**src/rtl/instruction_fetch_unit_pkg.sv**
```systemverilog
// Shared constants and state encoding for the fetch stage and its instruction memory.
// Vectors follow the bit-0-is-MSB ordering used on the fetch interface.
package instruction_fetch_unit_pkg;

  localparam logic [0:31] RESET_PC_DEFAULT  = 32'h0000_0000;
  localparam int          MEM_BYTES_DEFAULT = 2048;
  localparam int          PC_STEP_DEFAULT   = 4;

  typedef enum logic {
    RUN   = 1'b0,
    FAULT = 1'b1
  } fetch_state_e;

endpackage

```
**src/rtl/instruction_fetch_unit_fetch_addr_check.sv**
```systemverilog
// Combinational legality check for a fetch byte address.
// Legal means word aligned and inside the instruction memory.
module fetch_addr_check
  import instruction_fetch_unit_pkg::*;
#(
  parameter int MEM_BYTES = MEM_BYTES_DEFAULT
) (
  input  logic [0:31] i_addr,
  output logic        o_legal
);

  localparam logic [0:31] LAST_WORD = 32'(MEM_BYTES - 4);

  assign o_legal = (i_addr[30:31] == 2'b00) && (i_addr <= LAST_WORD);

endmodule

```
**src/rtl/instruction_fetch_unit.sv**
```systemverilog
// Fetch stage: owns the PC, drives the instruction memory address and tags each
// returned word with its PC and a valid bit; handles stall, redirect and sticky fault.
module instruction_fetch_unit
  import instruction_fetch_unit_pkg::*;
#(
  parameter logic [0:31] RESET_PC  = RESET_PC_DEFAULT,
  parameter int          MEM_BYTES = MEM_BYTES_DEFAULT,
  parameter int          PC_STEP   = PC_STEP_DEFAULT
) (
  input  logic        clk,
  input  logic        reset,
  input  logic        stall,
  input  logic        redirect_valid,
  input  logic [0:31] redirect_target,
  output logic [0:31] mem_address,
  input  logic [0:31] mem_instruction,
  output logic [0:31] fetch_instr,
  output logic [0:31] fetch_pc,
  output logic        fetch_valid,
  output logic        fetch_fault,
  output logic [0:31] fetch_count
);

  logic [0:31]  r_pc;
  logic [0:31]  r_resp_pc;
  logic         r_resp_valid;
  fetch_state_e r_st;
  logic [0:31]  r_cnt;

  logic [0:31]  w_pc_next;
  logic [0:31]  w_resp_pc_next;
  logic         w_resp_valid_next;
  fetch_state_e w_st_next;
  logic [0:31]  w_cnt_next;

  logic         w_tgt_legal;
  logic         w_pc_legal;
  logic         w_fetch_valid;

  fetch_addr_check #(.MEM_BYTES(MEM_BYTES)) u_tgt_check (
    .i_addr  (redirect_target),
    .o_legal (w_tgt_legal)
  );

  fetch_addr_check #(.MEM_BYTES(MEM_BYTES)) u_pc_check (
    .i_addr  (r_pc),
    .o_legal (w_pc_legal)
  );

  // A redirect squashes the word currently on the memory bus.
  assign w_fetch_valid = r_resp_valid && !redirect_valid && (r_st == RUN);

  always_comb begin
    mem_address = r_pc;
    if (r_st == FAULT)       mem_address = r_resp_pc;
    else if (redirect_valid) mem_address = redirect_target;
    else if (stall)          mem_address = r_resp_pc;
  end

  always_comb begin
    w_pc_next         = r_pc;
    w_resp_pc_next    = r_resp_pc;
    w_resp_valid_next = r_resp_valid;
    w_st_next         = r_st;
    w_cnt_next        = r_cnt;

    if (w_fetch_valid && !stall) w_cnt_next = r_cnt + 32'd1;

    case (r_st)
      RUN: begin
        if (redirect_valid) begin
          if (w_tgt_legal) begin
            w_resp_pc_next    = redirect_target;
            w_resp_valid_next = 1'b1;
            w_pc_next         = redirect_target + 32'(PC_STEP);
          end else begin
            w_st_next         = FAULT;
            w_resp_valid_next = 1'b0;
          end
        end else if (!stall) begin
          // Sequential wrap past memory end is caught here rather than silently.
          if (w_pc_legal) begin
            w_resp_pc_next    = r_pc;
            w_resp_valid_next = 1'b1;
            w_pc_next         = r_pc + 32'(PC_STEP);
          end else begin
            w_st_next         = FAULT;
            w_resp_valid_next = 1'b0;
          end
        end
      end
      FAULT: begin
        w_resp_valid_next = 1'b0;
      end
      default: begin
        w_st_next = FAULT;
      end
    endcase
  end

  always_ff @(posedge clk) begin
    if (reset) begin
      r_pc         <= RESET_PC;
      r_resp_pc    <= RESET_PC;
      r_resp_valid <= 1'b0;
      r_st         <= RUN;
      r_cnt        <= 32'd0;
    end else begin
      r_pc         <= w_pc_next;
      r_resp_pc    <= w_resp_pc_next;
      r_resp_valid <= w_resp_valid_next;
      r_st         <= w_st_next;
      r_cnt        <= w_cnt_next;
    end
  end

  assign fetch_instr = mem_instruction;
  assign fetch_pc    = r_resp_pc;
  assign fetch_valid = w_fetch_valid;
  assign fetch_fault = (r_st == FAULT);
  assign fetch_count = r_cnt;

endmodule

```
**config.mk**
```make
export PLATFORM = sky130hd
export DESIGN_NAME = instruction_fetch_unit
export DESIGN_NICKNAME = d
export VERILOG_FILES = /design/src/rtl/instruction_fetch_unit_pkg.sv /design/src/rtl/instruction_fetch_unit_fetch_addr_check.sv /design/src/rtl/instruction_fetch_unit.sv
export SDC_FILE = /design/constraint.sdc
export NUM_CORES = 1
export LEC_CHECK = 0
export BUFFER_PORTS_ARGS = -buffer_cell sky130_fd_sc_hd__buf_4
export CAP_MARGIN = 10
export CORE_ASPECT_RATIO = 1.25
export CORE_UTILIZATION = 48
export DETAILED_ROUTE_END_ITERATION = 7
export PLACE_DENSITY = 0.79
export SLEW_MARGIN = 15
export SYNTH_ARGS = -nofsm -noshare
export SYNTH_HDL_FRONTEND = slang
export SYNTH_SLANG_ARGS = --single-unit
```
**constraint.sdc**
```tcl
create_clock -name clk -period 3.5 [get_ports clk]
set_input_delay 0.175 -clock clk [delete_from_list [all_inputs] [get_ports clk]]
set_output_delay 0.175 -clock clk [all_outputs]
set_load 0.005 [all_outputs]
```
==> flow_summary_export.csv, run 1 <==
group,metric,value,unit
setup_path,critPathLaunchType,"input port",
timing,finClkSkew,0.00585,ns
power_and_ir_drop,p_per_area,418,nW/µm²
setup_path,crit_arrival,2.41,ns
synthesis,ys_seq_elements,98,
clock_network,post_cts.resized_instances,0,
synthesis,asyncSetResetFlopFracSynth,0,
drt,drc_marker_count_from_the_first_detailed_route_iteration,331,
clock_network,cts-buffers-inserted,9,
cells_and_area,share_of_final_layout_standard_cells_stronger_than_drive_strength_1,0.247,
timing,finalWorstPathRequiredPeriod,2.59,ns
clock_network,tritoncts,"yes",
clock_network,post_cts.repair.setup_buffers,0,
grt,globalRouteTotalUtil,0.241,
die,initial_core_util,0.496,
cells_and_area,antenna-diode-count,0,
synthesis,post_synth_design_cell_area,4790,µm²
placement,placement.cell_area,5600,µm²
synthesis,synthMostInstantiatedCell,"dfxtp_1",
synthesis,post_synth_inst_count,579,
cells_and_area,final_design_area_no_fill,5930,µm²
timing,setup_violations,0,
synthesis,ys.warnings.count,0,
cells_and_area,design.final.nets,730,
power_and_ir_drop,sw_frac_of_total,0.234,
setup_path,r2r_slack,1.03,ns
die,standard_cell_rows,40,
timing,timing_worst_slew_pin_value,1.08,ns
run,max_cap_violations,0,
cells_and_area,layout.cells.non_filler,791,
drt,first_pass_iters,5,
die,die_w,91.4,µm
clock_network,clk-insertion-delay-late,0.34,ns
power_and_ir_drop,power.clock.fraction,0.425,
synthesis,yosys-top-cells-area,"dfxtp_1, and3_1, buf_4",
drt,postRouteAntennaNets,0,
synthesis,synth.distinct_cells,54,
power_and_ir_drop,internal_pwr_total,1.90,mW
timing,setup-tns-final,0,ns
drt,totalWireLength,12.4,mm
synthesis,netlist_top_cells_count,"dfxtp_1, nand2_1, nor2_1, and3_1, o21ai_0",
drt,wire_length_per_cell_after_detailed_routing,15.7,µm
clock_network,max-clock-path-buffers,2,
setup_path,worst-path-max-fanout,58,
setup_path,ff2ff_path_depth,7,
cells_and_area,fill_cells,856,
timing,report.final.hold_viol_count,0,
die,die_h,114,µm
setup_path,endpoint_kind,"output pin",
clock_network,cts_root_buffer,"clkbuf_16",
drt,detailroute.via_count,4521,
power_and_ir_drop,power.combinational.fraction,0.112,
cells_and_area,area.growth.synth_to_final,23.6,%
grt,remaining_overflow_grt,0,
outcome,run_status,"finished clean",
power_and_ir_drop,seq_power_share,0.462,
drt,drc,0,
setup_path,worst_r2r_endpoint,"fetch_pc[26]",
placement,placement.io_buffers,133,
power_and_ir_drop,worst_ir_drop_vdd,0.000230,V
grt,grt_pass1_vias,4263,
die,design.core.area,9660,µm²
drt,vias_per_cell,5.72,
hold_path,whs_path_depth,3,
grt,grt_first_pass_wirelength,20.3,mm
clock_network,clkSinkCount,98,
synthesis,yosysSeqAreaShare,0.409,
synthesis,synth_top_flop_cell,"dfxtp_1",
timing,final.period_utilization,0.740,
power_and_ir_drop,static-leakage-power,2.63,nW
grt,grt_max_degree,59,
setup_path,timing.critical_path.required,3.32,ns
synthesis,synthDominantCellAreaShare,0.409,
die,boundaryPins,198,
hold_path,timing.hold.worst.start,"redirect_target[22]",
setup_path,worstSetupPathType,"in -> out",
timing,rsz0062_at_grt,"no",
synthesis,syn_area_per_cell,8.28,µm²
cells_and_area,finish.utilization,0.613,
timing,final-max-slew-violation-count,0,
clock_network,clock_tree.htree_level_count,3,
hold_path,hp-class,"in -> reg",
clock_network,cts_hold_buffers,0,
die,die-area,10400,µm²
timing,max_freq,0.386,GHz
placement,hpwlAfterDp,8.85,mm
synthesis,number_of_synthesized_flops_with_an_enable_pin,0,
synthesis,synthesis.nets,649,
synthesis,synthDominantAreaCellType,"dfxtp_1",
grt,grt_antenna_before_repair,0,
cells_and_area,multiInputGateArea,2400,µm²
setup_path,worst_r2r_startpoint,"r_pc[8]",
placement,routabilityCongestion,0.874,
power_and_ir_drop,total_switching_power,0.579,mW
hold_path,hold_end,"fetch_pc[22]",
timing,slew-limit-headroom,0.276,
cells_and_area,register_area,1960,µm²
placement,dp.cells,775,
clock_network,clkSlewWorstSetupHoldPaths,0.06,ns
==> registers in the layout (all words and copies together), names as in the netlist <==
name / cells
fetch_fault: 1
fetch_pc: 32
fetch_count: 32
r_resp_valid: 1
r_pc: 32
==> layout by cell type, fill, tap and decap left out, types with 3 or more instances in the layout <==
cell type	instances
buf_4	139
dfxtp_1	98
nand2_1	65
nor2_1	52
and3_1	48
o21ai_0	41
a22oi_1	26
xor2_1	22
nand3_1	20
a21oi_1	19
nor4_1	11
nand4_1	9
clkbuf_16	9
inv_1	8
nor2b_1	7
xnor2_1	7
mux2i_1	6
or3_1	5
a311oi_1	5
and4_1	5
a21o_1	4
nor3_1	4
and2_1	4
a211oi_1	4
nor4b_1	3
nand4b_1	3
==> through the flow <==
step	power (mW)	setup WS [ns]	hold slack [ns]
2_1_floorplan	1.35	0.986	0.352
3_3_place_gp	1.44	0.951	0.350
3_5_place_dp	1.45	0.895	0.350
4_1_cts	2.50	0.944	0.160
5_1_grt	2.57	0.672	0.175
6_report	2.48	0.911	0.169
==> cell type report <==
class	instances	area share
clock buffer	10	0.0403
clock inverter	6	0.0152
inverter	8	0.00507
multi-input combinational	404	0.406
sequential	98	0.331
tap	126	0.0266
timing repair buffer	139	0.176
==> kinds of logic (layout without fill, tap and decap cells) <==
kind of cell | count (synthesis) | after routing | synth area share
AO/OA/AOI/OAI | 120 | 120 | 0.160
XOR/XNOR | 29 | 29 | 0.0530
adder cells (fa/ha/maj) | 2 | 2 | 0.00522
buffers and inverters | 77 | 163 | 0.0900
flip-flops | 98 | 98 | 0.409
multiplexers | 7 | 7 | 0.0149
AND/OR/NAND/NOR | 246 | 246 | 0.268
==> per-layer routing <==
metal | track usage | wire length, µm | up-vias
met5 | 0 | 0 | -
met4 | 0.123 | 337 | 0
met3 | 0.0547 | 1000 | 30
met2 | 0.404 | 5930 | 210
met1 | 0.289 | 5160 | 2099
li1 | - | - | 2182
==> how the worst max path moves through the flow <==
stage | to | slack [ns] | depth (start not counted) | start
2_1_floorplan | r_pc[21] | 0.99 | 11 | redirect_valid
3_3_place_gp | r_pc[29] | 0.95 | 8 | redirect_valid
3_5_place_dp | fetch_pc[26] | 0.90 | 8 | redirect_valid
4_1_cts | mem_address[21] | 0.94 | 7 | redirect_valid
5_1_grt | mem_address[21] | 0.67 | 7 | redirect_valid
6_report | mem_address[21] | 0.91 | 7 | redirect_valid
==> power by group through the flow <==
| stage | logic (mW) | registers (mW) | clock network [mW] |
|---|---|---|---|
| 2_1_floorplan | 0.177 | 1.17 | 0 |
| 5_1_grt | 0.305 | 1.15 | 1.12 |
| 6_report | 0.278 | 1.15 | 1.05 |
| 4_1_cts | 0.278 | 1.15 | 1.08 |
| 3_5_place_dp | 0.277 | 1.17 | 0 |
| 3_3_place_gp | 0.272 | 1.17 | 0 |
==> worst max-delay path, cell delays in order <==
cell     delay (ns)
buf_4          0.46
inv_1          0.36
nand2_1        0.19
nand2_1        0.64
nand2_1        0.27
o21ai_0        0.15
buf_4          0.16
(Power assumes the default switching activity.)
==> run 2, diff against run 1 <==
==> constraint.sdc (replaced) <==
create_clock -name clk -period 2.6 [get_ports clk]
set_input_delay 0.13 -clock clk [delete_from_list [all_inputs] [get_ports clk]]
set_output_delay 0.13 -clock clk [all_outputs]
set_load 0.005 [all_outputs]
==> run 2 against run 1 <==
Power is 35% higher. Critical path type is now reg -> reg. Largest power group unchanged. Highest routed layer unchanged. Register-to-register slack lost 0.57 ns. Clock power is 35% higher. Global-route usage up 0.23 points. Cell area is 0.36% higher. Combinational power is 37% higher.
==> flow_summary_export.csv, run 2 (synthesis results as in run 1) <==
group,metric,value,unit
cells_and_area,final_design_area_no_fill,5950,µm²
grt,globalRouteTotalUtil,0.243,
cells_and_area,design.final.nets,734,
setup_path,timing.critical_path.cells,"nor4_1 > nand4_1 > or3_1 > nand2_1 > nand2_1 > buf_4 > and3_1",
placement,placement.io_buffers,133,
die,initial_core_util,0.496,
setup_path,crit_path_max_incr_delay,0.44,ns
drt,detailroute.wirelength.met2,6.06,mm
clock_network,clk-insertion-delay-late,0.35,ns
cells_and_area,share_of_final_layout_standard_cells_stronger_than_drive_strength_1,0.250,
drt,postRouteAntennaNets,0,
cells_and_area,most_frequent_standard_cell_in_the_layout_excluding_fill_and_tap_cells,"buf_4",
clock_network,post_cts.resized_instances,0,
run,max_cap_violations,0,
clock_network,clock_tree.htree_level_count,3,
drt,wire_length_per_cell_after_detailed_routing,15.8,µm
timing,finClkSkew,0.00665,ns
clock_network,cts-buffers-inserted,9,
cells_and_area,antenna-diode-count,0,
setup_path,crit_arrival,2.38,ns
clock_network,clkSinkCount,98,
grt,grt_pass1_vias,4260,
grt,grt_max_degree,48,
timing,final.period_utilization,0.823,
clock_network,cts_hold_buffers,0,
setup_path,timing.critical_path.required,2.84,ns
die,die_w,91.4,µm
timing,worst_slack,0.460,ns
drt,totalWireLength,12.6,mm
power_and_ir_drop,static-leakage-power,2.63,nW
timing,finalWorstPathRequiredPeriod,2.14,ns
timing,setup-tns-final,0,ns
setup_path,worst_r2r_startpoint,"r_pc[3]",
drt,first_pass_iters,5,
grt,remaining_overflow_grt,0,
timing,final-max-slew-violation-count,0,
clock_network,clkSlewWorstSetupHoldPaths,0.06,ns
timing,max_freq,0.467,GHz
clock_network,cts_root_buffer,"clkbuf_16",
clock_network,tritoncts,"yes",
hold_path,hp-class,"in -> reg",
setup_path,critical_path.slowest_cell,"or3_1",
drt,detailroute.via_count,4534,
setup_path,path_common_cell,"nand2_1",
setup_path,endpoint_kind,"flip-flop",
setup_path,worst-path-max-fanout,43,
power_and_ir_drop,worst_ir_drop_vdd,0.000362,V
clock_network,post_cts.repair.setup_buffers,0,
cells_and_area,final_cell_mix,"buf_4, dfxtp_1, nand2_1, nor2_1, and3_1",
die,die-area,10400,µm²
drt,drc,0,
grt,grt_first_pass_wirelength,20.4,mm
drt,drc_marker_count_from_the_first_detailed_route_iteration,236,
drt,sum_of_routed_wire_segments_on_met1,5.28,mm
drt,vias_per_cell,5.70,
grt,grt_antenna_before_repair,0,
die,die_h,114,µm
drt,routed-wl-met3,962,µm
drt,maxUsedRoutingLayer,"met4",
timing,rsz0062_at_grt,"no",
placement,hpwlAfterDp,8.88,mm
die,boundaryPins,198,
setup_path,critPathLaunchType,"flip-flop",
timing,slew-limit-headroom,0.588,
setup_path,crit_path_start,"r_pc[3]",
timing,report.final.hold_viol_count,0,
hold_path,timing.hold.worst.start,"redirect_target[22]",
placement,dpl_worst_slack,0.383,ns
placement,placement.cell_area,5630,µm²
cells_and_area,area.growth.synth_to_final,24.0,%
die,design.core.area,9660,µm²
outcome,run_status,"finished clean",
clock_network,max-clock-path-buffers,2,
die,standard_cell_rows,40,
setup_path,worstSetupPathType,"reg -> reg",
timing,timing_worst_slew_pin_value,0.615,ns
timing,setup_violations,0,
placement,routabilityCongestion,0.853,
power_and_ir_drop,p_per_area,563,nW/µm²
## run 2: cell count changes in the layout (fill, tap and decap cells not counted), sizes merged
cell / before / now
buf: 139 / 143
clkinv: 3 / 1
clkinvlp: 1 / 3
## run 2: final cells by class
| class | count | area (µm²) |
|---|---|---|
| Clock buffer | 10 | 229 |
| Clock inverter | 6 | 91.3 |
| Fill cell | 849 | 3710 |
| Inverter | 8 | 30.0 |
| Multi-Input combinational cell | 404 | 2400 |
| Sequential cell | 98 | 1960 |
| Tap cell | 126 | 158 |
| Timing Repair Buffer | 143 | 1070 |
## run 2: path summary, 6_finish.rpt
kind / end / depth (start not counted) / slack (ns)
max reg2reg: fetch_pc[16] / 7 / 0.46
max: fetch_pc[16] / 7 / 0.46
min reg2reg: r_pc[18] / 1 / 0.49
min: fetch_pc[22] / 3 / 0.12
## run 2: through the flow
stage / std cells / power [mW] / hold slack [ns] / utilization
final: 795 / 3.35 / 0.124 / 0.616
after global routing: 795 / 3.47 / 0.129 / 0.616
after CTS: 795 / 3.37 / 0.115 / 0.616
after detailed placement: 779 / 1.96 / 0.260 / 0.583
after global placement: 779 / 1.95 / 0.260 / 0.583
after floorplan: 579 / 1.81 / 0.307 / -
## run 2: worst max-delay path: cells and delay by family, from the launching register on
kind                   cells  cell delay [ns]
and+or+nand+nor            6             1.46
DFF                        1             0.32
buffers and inverters      1             0.24
## run 2: per-layer routing
metal / GRT usage / vias up
li1: - / 2202
met1: 0.297 / 2095
met2: 0.403 / 213
met3: 0.0607 / 24
met4: 0.111 / 0
met5: 0 / -
## run 2: report_power, final
group,switching (mW),internal (mW),total [mW]
Clock,0.576,0.844,1.42
Sequential,0.0210,1.52,1.54
Combinational,0.214,0.169,0.382
Total,0.811,2.54,3.35
==> run 3, diff against run 2 <==
==> constraint.sdc (replaced) <==
create_clock -name clk -period 2 [get_ports clk]
set_input_delay 0.1 -clock clk [delete_from_list [all_inputs] [get_ports clk]]
set_output_delay 0.1 -clock clk [all_outputs]
set_load 0.005 [all_outputs]
==> run 3 against run 2 <==
Via count rose by 3.3%. Die area did not move. Critical path depth unchanged. Critical path type unchanged. Largest power group unchanged. Largest cell class unchanged.
==> flow_summary_export.csv, run 3 (synthesis results as in run 1) <==
group,metric,value,unit
timing,finalWorstPathRequiredPeriod,2.00,ns
timing,report.final.hold_viol_count,0,
run,max_cap_violations,0,
cells_and_area,area.growth.synth_to_final,29.1,%
cells_and_area,most_frequent_standard_cell_in_the_layout_excluding_fill_and_tap_cells,"buf_4",
timing,finClkSkew,0.00580,ns
clock_network,clkSlewWorstSetupHoldPaths,0.07,ns
die,standard_cell_rows,40,
die,die_h,114,µm
die,initial_core_util,0.496,
grt,grt_antenna_before_repair,0,
setup_path,worstSetupPathType,"reg -> reg",
grt,grt_max_degree,53,
cells_and_area,final_design_area_no_fill,6190,µm²
grt,grt_first_pass_wirelength,20.7,mm
grt,grt_pass1_vias,4350,
die,die_w,91.4,µm
grt,globalRouteTotalUtil,0.247,
timing,timing_worst_slew_pin_value,0.531,ns
drt,first_pass_iters,5,
die,boundaryPins,198,
setup_path,timing.critical_path.required,2.22,ns
drt,drc_marker_count_from_the_first_detailed_route_iteration,234,
cells_and_area,fill_cells,832,
cells_and_area,design.final.nets,760,
drt,detailroute.via_count,4683,
drt,postRouteAntennaNets,0,
placement,hpwlAfterDp,9.44,mm
timing,slew-limit-headroom,0.646,
outcome,run_status,"finished clean",
power_and_ir_drop,static-leakage-power,2.78,nW
clock_network,cts_root_buffer,"clkbuf_16",
clock_network,clock_tree.htree_level_count,3,
drt,wire_length_per_cell_after_detailed_routing,15.9,µm
power_and_ir_drop,worst_ir_drop_vdd,0.000590,V
timing,max_freq,0.501,GHz
timing,setup_violations,0,
clock_network,tritoncts,"yes",
timing,final-max-slew-violation-count,0,
placement,routabilityCongestion,0.894,
cells_and_area,antenna-diode-count,0,
clock_network,clkSinkCount,98,
power_and_ir_drop,p_per_area,692,nW/µm²
placement,placement.cell_area,5830,µm²
cells_and_area,share_of_final_layout_standard_cells_stronger_than_drive_strength_1,0.291,
setup_path,endpoint_kind,"flip-flop",
clock_network,cts-buffers-inserted,9,
drt,drc,0,
die,die-area,10400,µm²
setup_path,critPathLaunchType,"flip-flop",
cells_and_area,layout.cells.non_filler,821,
clock_network,max-clock-path-buffers,2,
setup_path,worst-path-max-fanout,13,
grt,remaining_overflow_grt,0,
power_and_ir_drop,power.total,4.28,mW
placement,dp.cells,802,
clock_network,clk-insertion-delay-late,0.34,ns
drt,totalWireLength,13.1,mm
timing,final.period_utilization,0.999,
setup_path,crit_arrival,2.21,ns
timing,rsz0062_at_grt,"yes",
setup_path,ff2ff_path_depth,7,
hold_path,hp-class,"in -> reg",
drt,vias_per_cell,5.70,
cells_and_area,final_cell_mix,"buf_4, dfxtp_1, nand2_1, nor2_1, and3_1",
placement,placement.io_buffers,133,
die,design.core.area,9660,µm²
hold_path,whs_path_depth,3,
-- run 3: cell types whose count changed in the layout (fill, tap and decap cells not counted), moves of 2 or more --
cell    before  now
inv_6        0    2
buf_4      143  164
and2_4       0    2
and2_1       4    2
buf_12       0    2
nor4_1      11    9
nor4_2       0    2
buf_6        0    2
-- run 3: repair_timing --
| action | 4_1_cts | 5_1_grt |
|---|---|---|
| endpoints found under the setup margin | 2 | 12 |
| hold buffers | 0 | 0 |
| setup buffers | 0 | 2 |
| cloned | 0 | 1 |
| pin swaps | 0 | 5 |
| resized for setup | 1 | 9 |
-- run 3: final cells by class --
cell class	instances	area, µm²	area share
multi-input cells	404	2440	0.394
flip-flops and latches	98	1960	0.317
repair buffers	169	1300	0.210
clock buffers	9	225	0.0364
well taps	126	158	0.0255
clock inverters	7	76.3	0.0123
inverters	8	30.0	0.00485
-- run 3: routing by layer --
metal | GRT usage | vias to the layer above | wire, µm
met5 | 0 | - | 0
met4 | 0.140 | 0 | 348
met3 | 0.0493 | 37 | 996
met2 | 0.420 | 214 | 6390
met1 | 0.291 | 2189 | 5330
li1 | - | 2243 | -
-- run 3: path summary, 6_finish.rpt --
kind / slack (ns) / endpoint / start
worst max register to register: 0.002 / r_pc[29] / r_pc[6]
worst min-delay path: 0.09 / fetch_pc[22] / redirect_target[22]
worst min register to register: 0.50 / fetch_pc[11] / fetch_pc[11]
worst max-delay path: 0.002 / r_pc[29] / r_pc[6]
-- run 3: report_power, final --
| part | internal [mW] | switching (mW) |
|---|---|---|
| Clock | 0.978 | 0.754 |
| Sequential | 1.98 | 0.0286 |
| Combinational | 0.255 | 0.288 |
-- run 3: critical path, cell delays in order (launching register included) --
cell,delay [ns]
dfxtp_1,0.33
nor4_2,0.28
nand4_1,0.18
or3_4,0.43
a21oi_4,0.19
buf_6,0.18
mux2i_1,0.22
nor2_1,0.06
-- run 3: stage by stage --
| stage | setup WS [ns] | hold WS [ns] | utilization | setup TNS, ns |
|---|---|---|---|---|
| global route | -0.0846 | 0.0930 | 0.641 | -0.601 |
| global placement | -0.0290 | 0.200 | 0.603 | -0.0290 |
| CTS | 0.0167 | 0.0867 | 0.635 | 0 |
| finish | 0.00238 | 0.0909 | 0.641 | 0 |
| floorplan | 0.00851 | 0.275 | - | 0 |
| detailed placement | -0.00981 | 0.200 | 0.603 | -0.0130 |
